$ cat src/rtl/cordic_pkg.sv
// rtl/cordic_pkg.sv - shared widths, sector codes and saturation helper for the CORDIC output stage
package cordic_pkg;

    // Data words are signed Q7.8
    localparam int W    = 16;
    localparam int INT  = 7;
    localparam int FRAC = 8;
    localparam int SFW  = 2;

    typedef enum logic [SFW-1:0] {
        SECT_Q1 = 2'd0,
        SECT_Q2 = 2'd1,
        SECT_Q3 = 2'd2,
        SECT_Q4 = 2'd3
    } sector_e;

    // pi in Q7.8 radians
    localparam logic signed [W-1:0] PI_Q = 16'sd804;

    // Clamp a 17-bit intermediate into the signed 16-bit range
    function automatic logic signed [W-1:0] sat16(input logic signed [W:0] v);
        if (v > 17'sh0_7FFF) begin
            return 16'sh7FFF;
        end else if (v < 17'sh1_8000) begin
            return 16'sh8000;
        end else begin
            return v[W-1:0];
        end
    endfunction

endpackage

$ cat src/rtl/cordic_output_stage_if.sv
// rtl/cordic_output_stage_if.sv - result output handshake bundle
// master: drives out_valid/out_x/out_y/out_arctan, samples out_ready
// slave : consumer side
interface cordic_output_stage_if import cordic_pkg::*; ();
    logic         out_valid;
    logic         out_ready;
    logic [W-1:0] out_x;
    logic [W-1:0] out_y;
    logic         out_arctan;

    modport master (output out_valid, output out_x, output out_y, output out_arctan, input out_ready);
    modport slave  (input out_valid, input out_x, input out_y, input out_arctan, output out_ready);
endinterface

$ cat src/rtl/cordic_out_fifo.sv
// rtl/cordic_out_fifo.sv - result FIFO with occupancy count and drop indication
// Ports: clk/reset; push_i + wr_data_i; pop_i; rd_data_o (head, zero when empty);
//        empty_o, full_o, count_next_o (occupancy after this edge), drop_o (push refused).
module cordic_out_fifo #(
    parameter int DEPTH = 4,
    parameter int WIDTH = 33,
    parameter int CW    = $clog2(DEPTH + 1)
) (
    input  logic             clk,
    input  logic             reset,
    input  logic             push_i,
    input  logic [WIDTH-1:0] wr_data_i,
    input  logic             pop_i,
    output logic [WIDTH-1:0] rd_data_o,
    output logic             empty_o,
    output logic             full_o,
    output logic [CW-1:0]    count_next_o,
    output logic             drop_o
);
    localparam int AW = (DEPTH > 1) ? $clog2(DEPTH) : 1;

    logic [WIDTH-1:0] mem_q [DEPTH];
    logic [AW-1:0]    wr_ptr_q, rd_ptr_q;
    logic [CW-1:0]    count_q, count_d;
    logic             pop_ok, push_ok;

    assign empty_o = (count_q == '0);
    assign full_o  = (count_q == CW'(DEPTH));

    // A full FIFO still takes a push when the head leaves on the same edge
    assign pop_ok  = pop_i && !empty_o;
    assign push_ok = push_i && (!full_o || pop_ok);
    assign drop_o  = push_i && !push_ok;

    always_comb begin
        count_d = count_q;
        case ({push_ok, pop_ok})
            2'b10:   count_d = count_q + CW'(1);
            2'b01:   count_d = count_q - CW'(1);
            default: count_d = count_q;
        endcase
    end

    assign count_next_o = count_d;
    assign rd_data_o    = empty_o ? '0 : mem_q[rd_ptr_q];

    // Power-of-two depth lets the pointers wrap naturally
    always_ff @(posedge clk) begin
        if (reset) begin
            wr_ptr_q <= '0;
            rd_ptr_q <= '0;
            count_q  <= '0;
        end else begin
            if (push_ok) wr_ptr_q <= wr_ptr_q + AW'(1);
            if (pop_ok)  rd_ptr_q <= rd_ptr_q + AW'(1);
            count_q <= count_d;
        end
    end

    always_ff @(posedge clk) begin
        if (push_ok) mem_q[wr_ptr_q] <= wr_data_i;
    end

endmodule

$ cat src/rtl/cordic_output_stage.sv
// rtl/cordic_output_stage.sv - sector restoration register plus buffered result output
// Ports: clk/reset; valid_in, arctan_en_in, sector_in, x_in, y_in, degree_in from the pipeline;
//        out_if (master) carries out_valid/out_ready/out_x/out_y/out_arctan;
//        almost_full (registered throttle), overflow (sticky drop flag).
module cordic_output_stage import cordic_pkg::*; #(
    parameter int FIFO_DEPTH        = 4,
    parameter int ALMOST_FULL_LEVEL = 2
) (
    input  logic                     clk,
    input  logic                     reset,
    input  logic                     valid_in,
    input  logic                     arctan_en_in,
    input  logic [SFW-1:0]           sector_in,
    input  logic [W-1:0]             x_in,
    input  logic [W-1:0]             y_in,
    input  logic [W-1:0]             degree_in,
    cordic_output_stage_if.master    out_if,
    output logic                     almost_full,
    output logic                     overflow
);
    localparam int CW = $clog2(FIFO_DEPTH + 1);
    localparam int EW = 2 * W + 1;

    logic signed [W:0]   c_ext, s_ext, a_ext, pi_ext;
    logic signed [W-1:0] rx_d, ry_d;
    logic signed [W-1:0] rx_q, ry_q;
    logic                r_valid_q, r_arctan_q;
    logic                almost_full_q, overflow_q;

    logic [EW-1:0]       head;
    logic                fifo_empty, fifo_full, fifo_drop;
    logic [CW-1:0]       count_next;

    assign c_ext  = {x_in[W-1], x_in};
    assign s_ext  = {y_in[W-1], y_in};
    assign a_ext  = {degree_in[W-1], degree_in};
    assign pi_ext = {PI_Q[W-1], PI_Q};

    // Map the first-quadrant result back into the original sector
    always_comb begin
        rx_d = x_in;
        ry_d = y_in;
        if (arctan_en_in) begin
            rx_d = x_in;
            case (sector_e'(sector_in))
                SECT_Q1: ry_d = degree_in;
                SECT_Q2: ry_d = sat16(pi_ext - a_ext);
                SECT_Q3: ry_d = sat16(a_ext - pi_ext);
                SECT_Q4: ry_d = sat16(-a_ext);
                default: ry_d = degree_in;
            endcase
        end else begin
            case (sector_e'(sector_in))
                SECT_Q1: begin rx_d = x_in;          ry_d = y_in;          end
                SECT_Q2: begin rx_d = sat16(-s_ext); ry_d = x_in;          end
                SECT_Q3: begin rx_d = sat16(-c_ext); ry_d = sat16(-s_ext); end
                SECT_Q4: begin rx_d = y_in;          ry_d = sat16(-c_ext); end
                default: begin rx_d = x_in;          ry_d = y_in;          end
            endcase
        end
    end

    always_ff @(posedge clk) begin
        if (reset) begin
            r_valid_q     <= 1'b0;
            r_arctan_q    <= 1'b0;
            rx_q          <= '0;
            ry_q          <= '0;
            almost_full_q <= 1'b0;
            overflow_q    <= 1'b0;
        end else begin
            r_valid_q     <= valid_in;
            if (valid_in) begin
                r_arctan_q <= arctan_en_in;
                rx_q       <= rx_d;
                ry_q       <= ry_d;
            end
            almost_full_q <= (int'(count_next) >= ALMOST_FULL_LEVEL);
            overflow_q    <= overflow_q | fifo_drop;
        end
    end

    cordic_out_fifo #(
        .DEPTH (FIFO_DEPTH),
        .WIDTH (EW),
        .CW    (CW)
    ) u_fifo (
        .clk          (clk),
        .reset        (reset),
        .push_i       (r_valid_q),
        .wr_data_i    ({r_arctan_q, rx_q, ry_q}),
        .pop_i        (out_if.out_ready),
        .rd_data_o    (head),
        .empty_o      (fifo_empty),
        .full_o       (fifo_full),
        .count_next_o (count_next),
        .drop_o       (fifo_drop)
    );

    assign out_if.out_valid  = !fifo_empty;
    assign out_if.out_arctan = head[EW-1];
    assign out_if.out_x      = head[2*W-1:W];
    assign out_if.out_y      = head[W-1:0];
    assign almost_full       = almost_full_q;
    assign overflow          = overflow_q;

endmodule

$ cat src/flat_wrapper.sv
// flat-port wrapper written by rule: the top's interface ports become plain ports
module cordic_output_stage_flat import cordic_pkg::*;
#(
    parameter int FIFO_DEPTH        = 4,
    parameter int ALMOST_FULL_LEVEL = 2
)
  (clk, reset, valid_in, arctan_en_in, sector_in, x_in, y_in, degree_in, almost_full, overflow, out_if_out_valid, out_if_out_x, out_if_out_y, out_if_out_arctan, out_if_out_ready);
  cordic_output_stage_if out_if_i ();
  input  logic clk;
  input  logic reset;
  input  logic valid_in;
  input  logic arctan_en_in;
  input  logic [SFW-1:0] sector_in;
  input  logic [W-1:0] x_in;
  input  logic [W-1:0] y_in;
  input  logic [W-1:0] degree_in;
  output logic almost_full;
  output logic overflow;
  output wire logic [$bits(out_if_i.out_valid)-1:0] out_if_out_valid;
  output wire logic [$bits(out_if_i.out_x)-1:0] out_if_out_x;
  output wire logic [$bits(out_if_i.out_y)-1:0] out_if_out_y;
  output wire logic [$bits(out_if_i.out_arctan)-1:0] out_if_out_arctan;
  input wire logic [$bits(out_if_i.out_ready)-1:0] out_if_out_ready;
  assign out_if_out_valid = out_if_i.out_valid;
  assign out_if_out_x = out_if_i.out_x;
  assign out_if_out_y = out_if_i.out_y;
  assign out_if_out_arctan = out_if_i.out_arctan;
  assign out_if_i.out_ready = out_if_out_ready;
  cordic_output_stage #(.FIFO_DEPTH(FIFO_DEPTH), .ALMOST_FULL_LEVEL(ALMOST_FULL_LEVEL)) u_core (.clk(clk), .reset(reset), .valid_in(valid_in), .arctan_en_in(arctan_en_in), .sector_in(sector_in), .x_in(x_in), .y_in(y_in), .degree_in(degree_in), .out_if(out_if_i), .almost_full(almost_full), .overflow(overflow));
endmodule
$ cat config.mk
export PLATFORM = sky130hd
export DESIGN_NAME = cordic_output_stage_flat
export DESIGN_NICKNAME = d
export VERILOG_FILES = /design/src/rtl/cordic_pkg.sv /design/src/rtl/cordic_output_stage_if.sv /design/src/rtl/cordic_out_fifo.sv /design/src/rtl/cordic_output_stage.sv /design/src/flat_wrapper.sv
export SDC_FILE = /design/constraint.sdc
export NUM_CORES = 1
export LEC_CHECK = 0
export BUFFER_PORTS_ARGS = -buffer_cell sky130_fd_sc_hd__buf_2
export CELL_PAD_IN_SITES_DETAIL_PLACEMENT = 1
export CELL_PAD_IN_SITES_GLOBAL_PLACEMENT = 2
export CORE_MARGIN = 8
export CORE_UTILIZATION = 42
export DETAILED_ROUTE_END_ITERATION = 8
export GPL_ROUTABILITY_DRIVEN = 0
export PLACE_DENSITY_LB_ADDON = 0.1
export REMOVE_ABC_BUFFERS = 1
export SYNTH_ARGS = -nofsm -noshare
export SYNTH_HDL_FRONTEND = slang
export SYNTH_SLANG_ARGS = --single-unit
$ cat constraint.sdc
create_clock -name clk -period 5.25 [get_ports clk]
set_clock_uncertainty 0.1 [all_clocks]
set_input_delay 1.05 -clock clk [delete_from_list [all_inputs] [get_ports clk]]
set_output_delay 1.05 -clock clk [all_outputs]
set_load 0.01 [all_outputs]
==> results.txt, run 1 <==
- In the final routing, the length of wire on met1 measures 17200 um.
* Worst slack at placement: 0.860 ns
- The tightest min-delay check is of the flip-flop to flip-flop type.
* Count of filler cells inserted in the layout: 2833
* Half-perimeter wire length after placement: 26500 um
- The total area inside the core boundary comes to 25000 um^2.
- After detailed routing, the met2 layer carries 16500 um of wire.
- Post-CTS setup buffer count: 0
* Power per cell area: 287 nW/um^2
- Once the clock tree was built, the resizer swapped 0 gates to a different size.
- In the final design database the tool counted 1165 nets.
* Clk Tree Root Cell: sky130_fd_sc_hd__clkbuf_16
* Warnings, synthesis: 0
- R2R Path Start: u_core.u_fifo.count_q[1]$_SDFF_PP0_
- Sequential element share of the synthesized area: 45.8%
- Summed negative setup slack over all endpoints: 0 ns
- Summed over all cells, the static leakage comes to 4.14 nW.
- The worst register-to-register path ends at u_core.almost_full$_SDFF_PP0_.
- Number of unique standard cell types used by synthesis: 77
- Die Height: 175 um
- Post-route total power: 3.42 mW
- After technology mapping, the gate count stands at 1053.
- After detailed routing, the average wire length per cell comes to 25.3 um.
- I/O pin count: 91
* TritonCTS clock tree: built
- The detailed router used layers up to and including met4.
- Clock buffer depth: 2
* Kind of end point of the critical path: flip-flop
- Hold Path End: u_core.overflow$_SDFF_PP0_
- Across all hold checks on the routed design, the worst slack comes to 0.376 ns.
* Synth Cell Area: 10600 um^2
* Total number of clock tree sinks: 177
- Number of buffers added on ports: 90
* Fraction of registers with async set or reset after synthesis: 0%
* Setup-failing EPs final: 0
* Placement Rows: 58
- Number of synthesized flops with an enable pin: 132
* CTS clk-pin slew, worst paths: 0.07 ns
* Post-route clock period utilization: 76.9%
* Number of DRC violations after detailed-routing iteration 0: 837
* Minimum setup slack in the final design: 1.21 ns
- Number of nets with antenna violations after detailed routing: 0
- Synthesized area per cell: 10.1 um^2
- Data on the critical path is required at its endpoint by 5.47 ns.
- Number of antenna violations at the first check in global routing: 0
- Final wirelength: 36400 um
* Worst-skew pair later-pin latency: 0.43 ns
* Final-report hold violation count: 0
- GRT Residual Overflow: 0
- Hold Path Origin: u_core.overflow$_SDFF_PP0_
- Across the VDD grid, the largest voltage drop is 0.000228 V.
- Of all nets on the critical path, the largest fanout is 7.
* Critical path start-end classification: primary input to flip-flop
- RSZ-0062 raised after global routing: false
* Tightest Pin Transition: 0.998 ns
* Multi-input gate area: 5300 um^2
- In the final layout, flip-flops and latches occupy 4870 um^2.
- Mean number of vias per cell: 6.22
* Number of pins with negative max-slew slack in the final report: 0
* Worst reg-to-reg setup slack: 1.83 ns
- Vias in the first global route: 8968
- Subtracting the final worst setup slack from the clock period gives 4.04 ns.
* Starting utilization of the core area: 42.5%
- Chip Width: 175 um
- Max-cap violations in this run came to 0.
* Cells on Worst Hold Path: 2
* Nature of the critical path startpoint: primary input
- Number of buffers inserted by hold repair at cts: 0
- After synthesis the netlist holds a flip-flop and latch count of 177.
* Share of the synthesized area in the top cell type: 37.4%
- The largest total area in the synthesized netlist belongs to sky130_fd_sc_hd__edfxtp_1.
- After synthesis, the cell types taking the most area are sky130_fd_sc_hd__edfxtp_1 (37%), sky130_fd_sc_hd__dfxtp_1 (8.5%), sky130_fd_sc_hd__mux4_2 (7.4%).
- Fmax achieved: 248 MHz
- The routed layout has 8963 vias.
- Share of post-route cells with drive strength above 1: 18.0%
* All-Layer GR Usage: 23.7%
* Area enclosed by the die boundary: 30600 um^2
- First-pass GRT wire length: 56200 um
- The number of antenna diodes in the final layout is 0.
* Status: finished, final reports clean
- Area growth from synthesis to layout: 12.3%
* Worst rel slew slack: 32.8%
* CTS H-tree lvls: 4
- STA puts the critical path data arrival time at 4.25 ns.
- Post-layout util: 47.7%
- Entering global routing, the biggest net connects 37 pins.
* Number of buffers created by CTS: 17
- Before antenna repair, the detailed router went through 5 iterations.
- In the detailed route, the total length drawn on met3 is 2040 um.
- Number of design rule violations left after detail routing: 0
* Dominant synthesized flop cell: sky130_fd_sc_hd__edfxtp_1
* Worst R2R Path Depth: 11
## placed cells by master, fill, tap and decap left out, types with 14 or more instances in the layout
| cell | count |
|---|---|
| sky130_fd_sc_hd__edfxtp_1 | 132 |
| sky130_fd_sc_hd__buf_2 | 90 |
| sky130_fd_sc_hd__nor2_1 | 78 |
| sky130_fd_sc_hd__o21ai_0 | 74 |
| sky130_fd_sc_hd__nand2_1 | 67 |
| sky130_fd_sc_hd__a21oi_1 | 66 |
| sky130_fd_sc_hd__and2_1 | 44 |
| sky130_fd_sc_hd__dfxtp_1 | 44 |
| sky130_fd_sc_hd__mux4_2 | 35 |
| sky130_fd_sc_hd__nand3_1 | 35 |
| sky130_fd_sc_hd__nor3_1 | 34 |
| sky130_fd_sc_hd__xnor2_1 | 29 |
| sky130_fd_sc_hd__inv_1 | 25 |
| sky130_fd_sc_hd__buf_4 | 25 |
| sky130_fd_sc_hd__xor2_1 | 19 |
| sky130_fd_sc_hd__clkbuf_16 | 17 |
| sky130_fd_sc_hd__o221ai_1 | 15 |
| sky130_fd_sc_hd__or3_1 | 14 |
| sky130_fd_sc_hd__o211ai_1 | 14 |
## cell type report
type                       count  share of cell area (%)
clock inverter                14                    1.46
clock buffer                  18                    3.60
timing repair buffer         115                    5.36
inverter                      25                   0.788
sequential                   177                    40.9
multi-input combinational    761                    44.5
tap                          330                    3.47
## how the worst max path moves through the flow
stage            startpoint                           end  slack [ns]  depth (start not counted)
6_report            x_in[1]   u_core.rx_q[5]$_SDFFE_PP0P_        1.21                         10
5_1_grt             x_in[1]   u_core.ry_q[7]$_SDFFE_PP0P_        0.96                         11
2_1_floorplan  degree_in[0]  u_core.ry_q[14]$_SDFFE_PP0P_        1.26                         10
4_1_cts             x_in[1]  u_core.rx_q[14]$_SDFFE_PP0P_        1.29                         11
3_5_place_dp        x_in[1]   u_core.rx_q[5]$_SDFFE_PP0P_        0.86                         10
3_3_place_gp        x_in[1]   u_core.rx_q[5]$_SDFFE_PP0P_        0.76                         10
## logic make-up after synthesis
logic type	Yosys count	synth area share [%]
buf+inv	115	4.25
mux	44	8.34
xor+xnor	48	3.96
fa+ha+maj	13	1.60
compound gates	301	18.7
simple gates	355	17.3
flops	177	45.8
## metrics by stage
stage               instance area (um^2)  cells
finish                             11900   1440
detailed placement                 11300   1408
CTS                                11900   1440
global route                       11900   1440
floorplan                          10300    963
global placement                   11300   1408
## cells in the mapped netlist, types with 8 or more instances
library cell and instances:
sky130_fd_sc_hd__nand4_1 10, sky130_fd_sc_hd__and2_1 44, sky130_fd_sc_hd__nand2b_1 13, sky130_fd_sc_hd__o21ai_0 74
sky130_fd_sc_hd__a31oi_1 12, sky130_fd_sc_hd__dfxtp_1 45, sky130_fd_sc_hd__a21oi_1 66, sky130_fd_sc_hd__edfxtp_1 132
sky130_fd_sc_hd__buf_1 8, sky130_fd_sc_hd__or3_1 14, sky130_fd_sc_hd__mux4_2 35, sky130_fd_sc_hd__nor4_1 12
sky130_fd_sc_hd__a21o_1 12, sky130_fd_sc_hd__or4_1 12, sky130_fd_sc_hd__nand2_1 67, sky130_fd_sc_hd__clkbuf_1 77
sky130_fd_sc_hd__o221ai_1 15, sky130_fd_sc_hd__inv_1 25, sky130_fd_sc_hd__a22oi_1 10, sky130_fd_sc_hd__nor3_1 34
sky130_fd_sc_hd__xnor2_1 29, sky130_fd_sc_hd__nor2_1 79, sky130_fd_sc_hd__xor2_1 19, sky130_fd_sc_hd__o21ai_1 10
sky130_fd_sc_hd__ha_1 12, sky130_fd_sc_hd__nand3_1 35, sky130_fd_sc_hd__o211ai_1 14
## routing by layer
layer / up-vias / GRT usage, %
li1: 4104 / -
met1: 4487 / 34.0
met2: 330 / 36.8
met3: 42 / 3.91
met4: 0 / 5.51
met5: - / 0
## worst max-delay path, stage by stage
cell,delay (ns)
sky130_fd_sc_hd__buf_2,0.11
sky130_fd_sc_hd__inv_1,0.17
sky130_fd_sc_hd__ha_1,0.32
sky130_fd_sc_hd__or4b_1,0.60
sky130_fd_sc_hd__nor3_1,0.28
sky130_fd_sc_hd__xnor2_1,0.18
sky130_fd_sc_hd__a31o_2,0.35
sky130_fd_sc_hd__a21oi_1,0.66
sky130_fd_sc_hd__a31oi_1,0.29
sky130_fd_sc_hd__a21o_1,0.23
## power by group
| part | internal (mW) | switching, mW |
|---|---|---|
| Clock | 0.719 | 0.550 |
| Sequential | 1.57 | 0.0594 |
| Combinational | 0.194 | 0.329 |
## registers in the layout (all words and copies together) (netlist names), named ones only
register / count
u_core.u_fifo.wr_ptr_q: 2
u_core.u_fifo.mem_q: 132
u_core.almost_full: 1
u_core.r_valid_q: 1
u_core.ry_q: 16
u_core.u_fifo.count_q: 3
u_core.r_arctan_q: 1
u_core.overflow: 1
u_core.rx_q: 16
u_core.u_fifo.rd_ptr_q: 2
(Power assumes the default switching activity.)
==> run 2, diff against run 1 <==
--- a/config.mk
+++ b/config.mk
@@ -9,7 +9,7 @@
 export CELL_PAD_IN_SITES_DETAIL_PLACEMENT = 1
 export CELL_PAD_IN_SITES_GLOBAL_PLACEMENT = 2
 export CORE_MARGIN = 8
-export CORE_UTILIZATION = 42
+export CORE_UTILIZATION = 39
 export DETAILED_ROUTE_END_ITERATION = 8
 export GPL_ROUTABILITY_DRIVEN = 0
 export PLACE_DENSITY_LB_ADDON = 0.1
==> constraint.sdc (replaced) <==
create_clock -name clk -period 4 [get_ports clk]
set_clock_uncertainty 0.1 [all_clocks]
set_input_delay 0.8 -clock clk [delete_from_list [all_inputs] [get_ports clk]]
set_output_delay 0.8 -clock clk [all_outputs]
set_load 0.01 [all_outputs]
==> results.txt, run 2 (synthesis results as in run 1) <==
- Status: finished, final reports clean
* Number of buffers inserted by hold repair at cts: 0
- Post-layout util: 45.5%
* Post-detailed-placement cell area: 11600 um^2
- In this run, the number of DRC markers left after iteration 0 of detailed routing was 568.
- Count of instances resized after the clock tree is built: 0
- STA puts the critical path data arrival time at 3.84 ns.
- Worst slack at placement: 0.105 ns
* First-pass GRT wire length: 58000 um
- Largest vdd supply drop: 0.000287 V
* Count of filler cells inserted in the layout: 2975
- 91 I/O pins were placed.
* Diode insertion count for antenna repair: 0
- Nature of the critical path startpoint: primary input
- Tightest Pin Transition: 0.757 ns
* Clock buffer depth: 2
- Delay of the slowest cell on the worst path: 0.54 ns
* RSZ-0062 raised after global routing: false
- Fmax achieved: 279 MHz
- GRT busiest layer: met2
* Total number of clock tree sinks: 177
- Ordered list of cells on the worst path: buf_2 > inv_1 > ha_1 > xnor2_1 > nand3b_1 > or4_1 > a2111oi_0 > a31oi_1 > a311oi_1 > a21oi_1 > o211ai_1
- The library cell used most frequently in the layout, excluding fill and tap cells, is sky130_fd_sc_hd__edfxtp_1.
- Top library cells by usage in the layout, fill and taps aside: sky130_fd_sc_hd__edfxtp_1 (132), sky130_fd_sc_hd__buf_2 (90), sky130_fd_sc_hd__nor2_1 (79)
- Share of post-route cells with drive strength above 1: 20.6%
- Number of vias in the routed layout: 9020
* Largest register FFs: 132
* Power per cell area: 362 nW/um^2
- The initialized floorplan defines 60 standard-cell rows.
* Worst-case hold slack: 0.371 ns
- In this run the critical register-to-register path is launched from u_core.u_fifo.count_q[2]$_SDFF_PP0_.
* Critical Path Slowest Stage Cell: sky130_fd_sc_hd__or4_1
- CTS clk-pin slew, worst paths: 0.07 ns
- In the global route stage, met1 resource usage came out at 31.7%.
- For this configuration, the core starts out at a cell density of 39.6%.
- Summed negative setup slack over all endpoints: 0 ns
- In this run the most critical hold path is launched from u_core.overflow$_SDFF_PP0_.
- For this run, global-route usage on met2 was measured as 36.2%.
- After layout, the worst path uses 89.7% of the clock period.
- All-Layer GR Usage: 22.8%
* Area enclosed by the die boundary: 32700 um^2
- Buffers placed on the I/O ports in this run total 90.
- The path class of the tightest hold or removal check is flip-flop to flip-flop.
- For the worst setup path, the data required time is 4.25 ns.
- The number of slew-limit violations in the final report was 0.
* Number of antenna violations at the first check in global routing: 0
- The final layout contains routed wiring with a total length of 37400 um.
* Routed wirelength normalized by instance count: 25.1 um
- Setup violations remaining at the end of the flow were counted as 0.
- Tracing the worst setup path back leads to its startpoint at degree_in[0].
- Clk Tree Root Cell: sky130_fd_sc_hd__clkbuf_16
- The worst pin sits at a relative slew slack of 48.9%.
- Number of optimization iterations in the first detailed-route pass: 5
* Mean number of vias per cell: 6.06
* Highest fanout seen on the critical path: 9
- TritonCTS created 17 clock buffers.
- Minimum setup slack in the final design: 0.410 ns
- Final-report hold violation count: 0
- Together, buffers and inverters on the worst path number 2.
- Entering global routing, the biggest net connects 37 pins.
* Vias in the first global route: 9309
* Area of all placed cells without fillers: 12200 um^2
- Once detail routing completed, the nets flagged for antenna violations numbered 0.
* GR Util met3: 3.79%
- Leakage power total: 4.31 nW
- The die is 181 um wide.
- The register with the most flip-flops in the final layout is u_core.u_fifo.mem_q.
- For the worst-skew pair, the clock arrives at the later sink with an insertion delay of 0.43 ns.
- CTS H-tree lvls: 4
- For this run, the number of standard cells in the final layout without fillers is 1489.
- TritonCTS clock tree: built
- Number of design rule violations left after detail routing: 0
* Largest registers: u_core.u_fifo.mem_q x132, u_core.rx_q x16, u_core.ry_q x16
- Top cell family by delay on the critical path: compound AO/OA/AOI/OAI gates
* Max capacitance violation total: 0
- Post-route total power: 4.42 mW
- Half-perimeter wire length after placement: 28000 um
* Area growth from synthesis to layout: 15.0%
* Die Height: 181 um
- The critical path in this run is classified as primary input to flip-flop.
- The worst setup path is captured at a flip-flop.
- Post-CTS setup buffer count: 0
* Final worst path period need: 3.59 ns
- In this run, placement finished with an instance count of 1457.
- For this run, the post-layout net count is 1203.
- The total area inside the core boundary comes to 26800 um^2.
- GRT Residual Overflow: 0
## run 2: layout make-up
| class | count | area, um^2 | share of cell area (%) |
|---|---|---|---|
| well taps | 341 | 427 | 3.50 |
| repair buffers | 153 | 961 | 7.87 |
| multi-input cells | 761 | 5300 | 43.4 |
| clock buffers | 19 | 433 | 3.55 |
| flip-flops and latches | 177 | 4870 | 39.9 |
| inverters | 25 | 93.8 | 0.769 |
| clock inverters | 13 | 130 | 1.07 |
## run 2: final timing paths
path,end,slack [ns],depth (start not counted)
max reg2reg,u_core.almost_full$_SDFF_PP0_,1.02,12
max,u_core.ry_q[5]$_SDFFE_PP0P_,0.41,11
min,u_core.overflow$_SDFF_PP0_,0.37,2
min reg2reg,u_core.overflow$_SDFF_PP0_,0.37,2
## run 2: routing by layer
layer	wire length (um)	part of all wire, %
met1	17300	46
met2	17100	46
met3	2180	5.8
met4	794	2.1
met5	0	0
## run 2: power breakdown
group | switching (mW) | total [mW] | internal [mW]
Clock | 0.702 | 1.57 | 0.870
Sequential | 0.0727 | 2.13 | 2.06
Combinational | 0.441 | 0.716 | 0.275
Total | 1.22 | 4.42 | 3.20
## run 2: worst min-delay path, stage by stage, from the launching register on
cell	delay [ns]
sky130_fd_sc_hd__dfxtp_1	0.33
sky130_fd_sc_hd__a21oi_1	0.04
sky130_fd_sc_hd__nor2_1	0.07
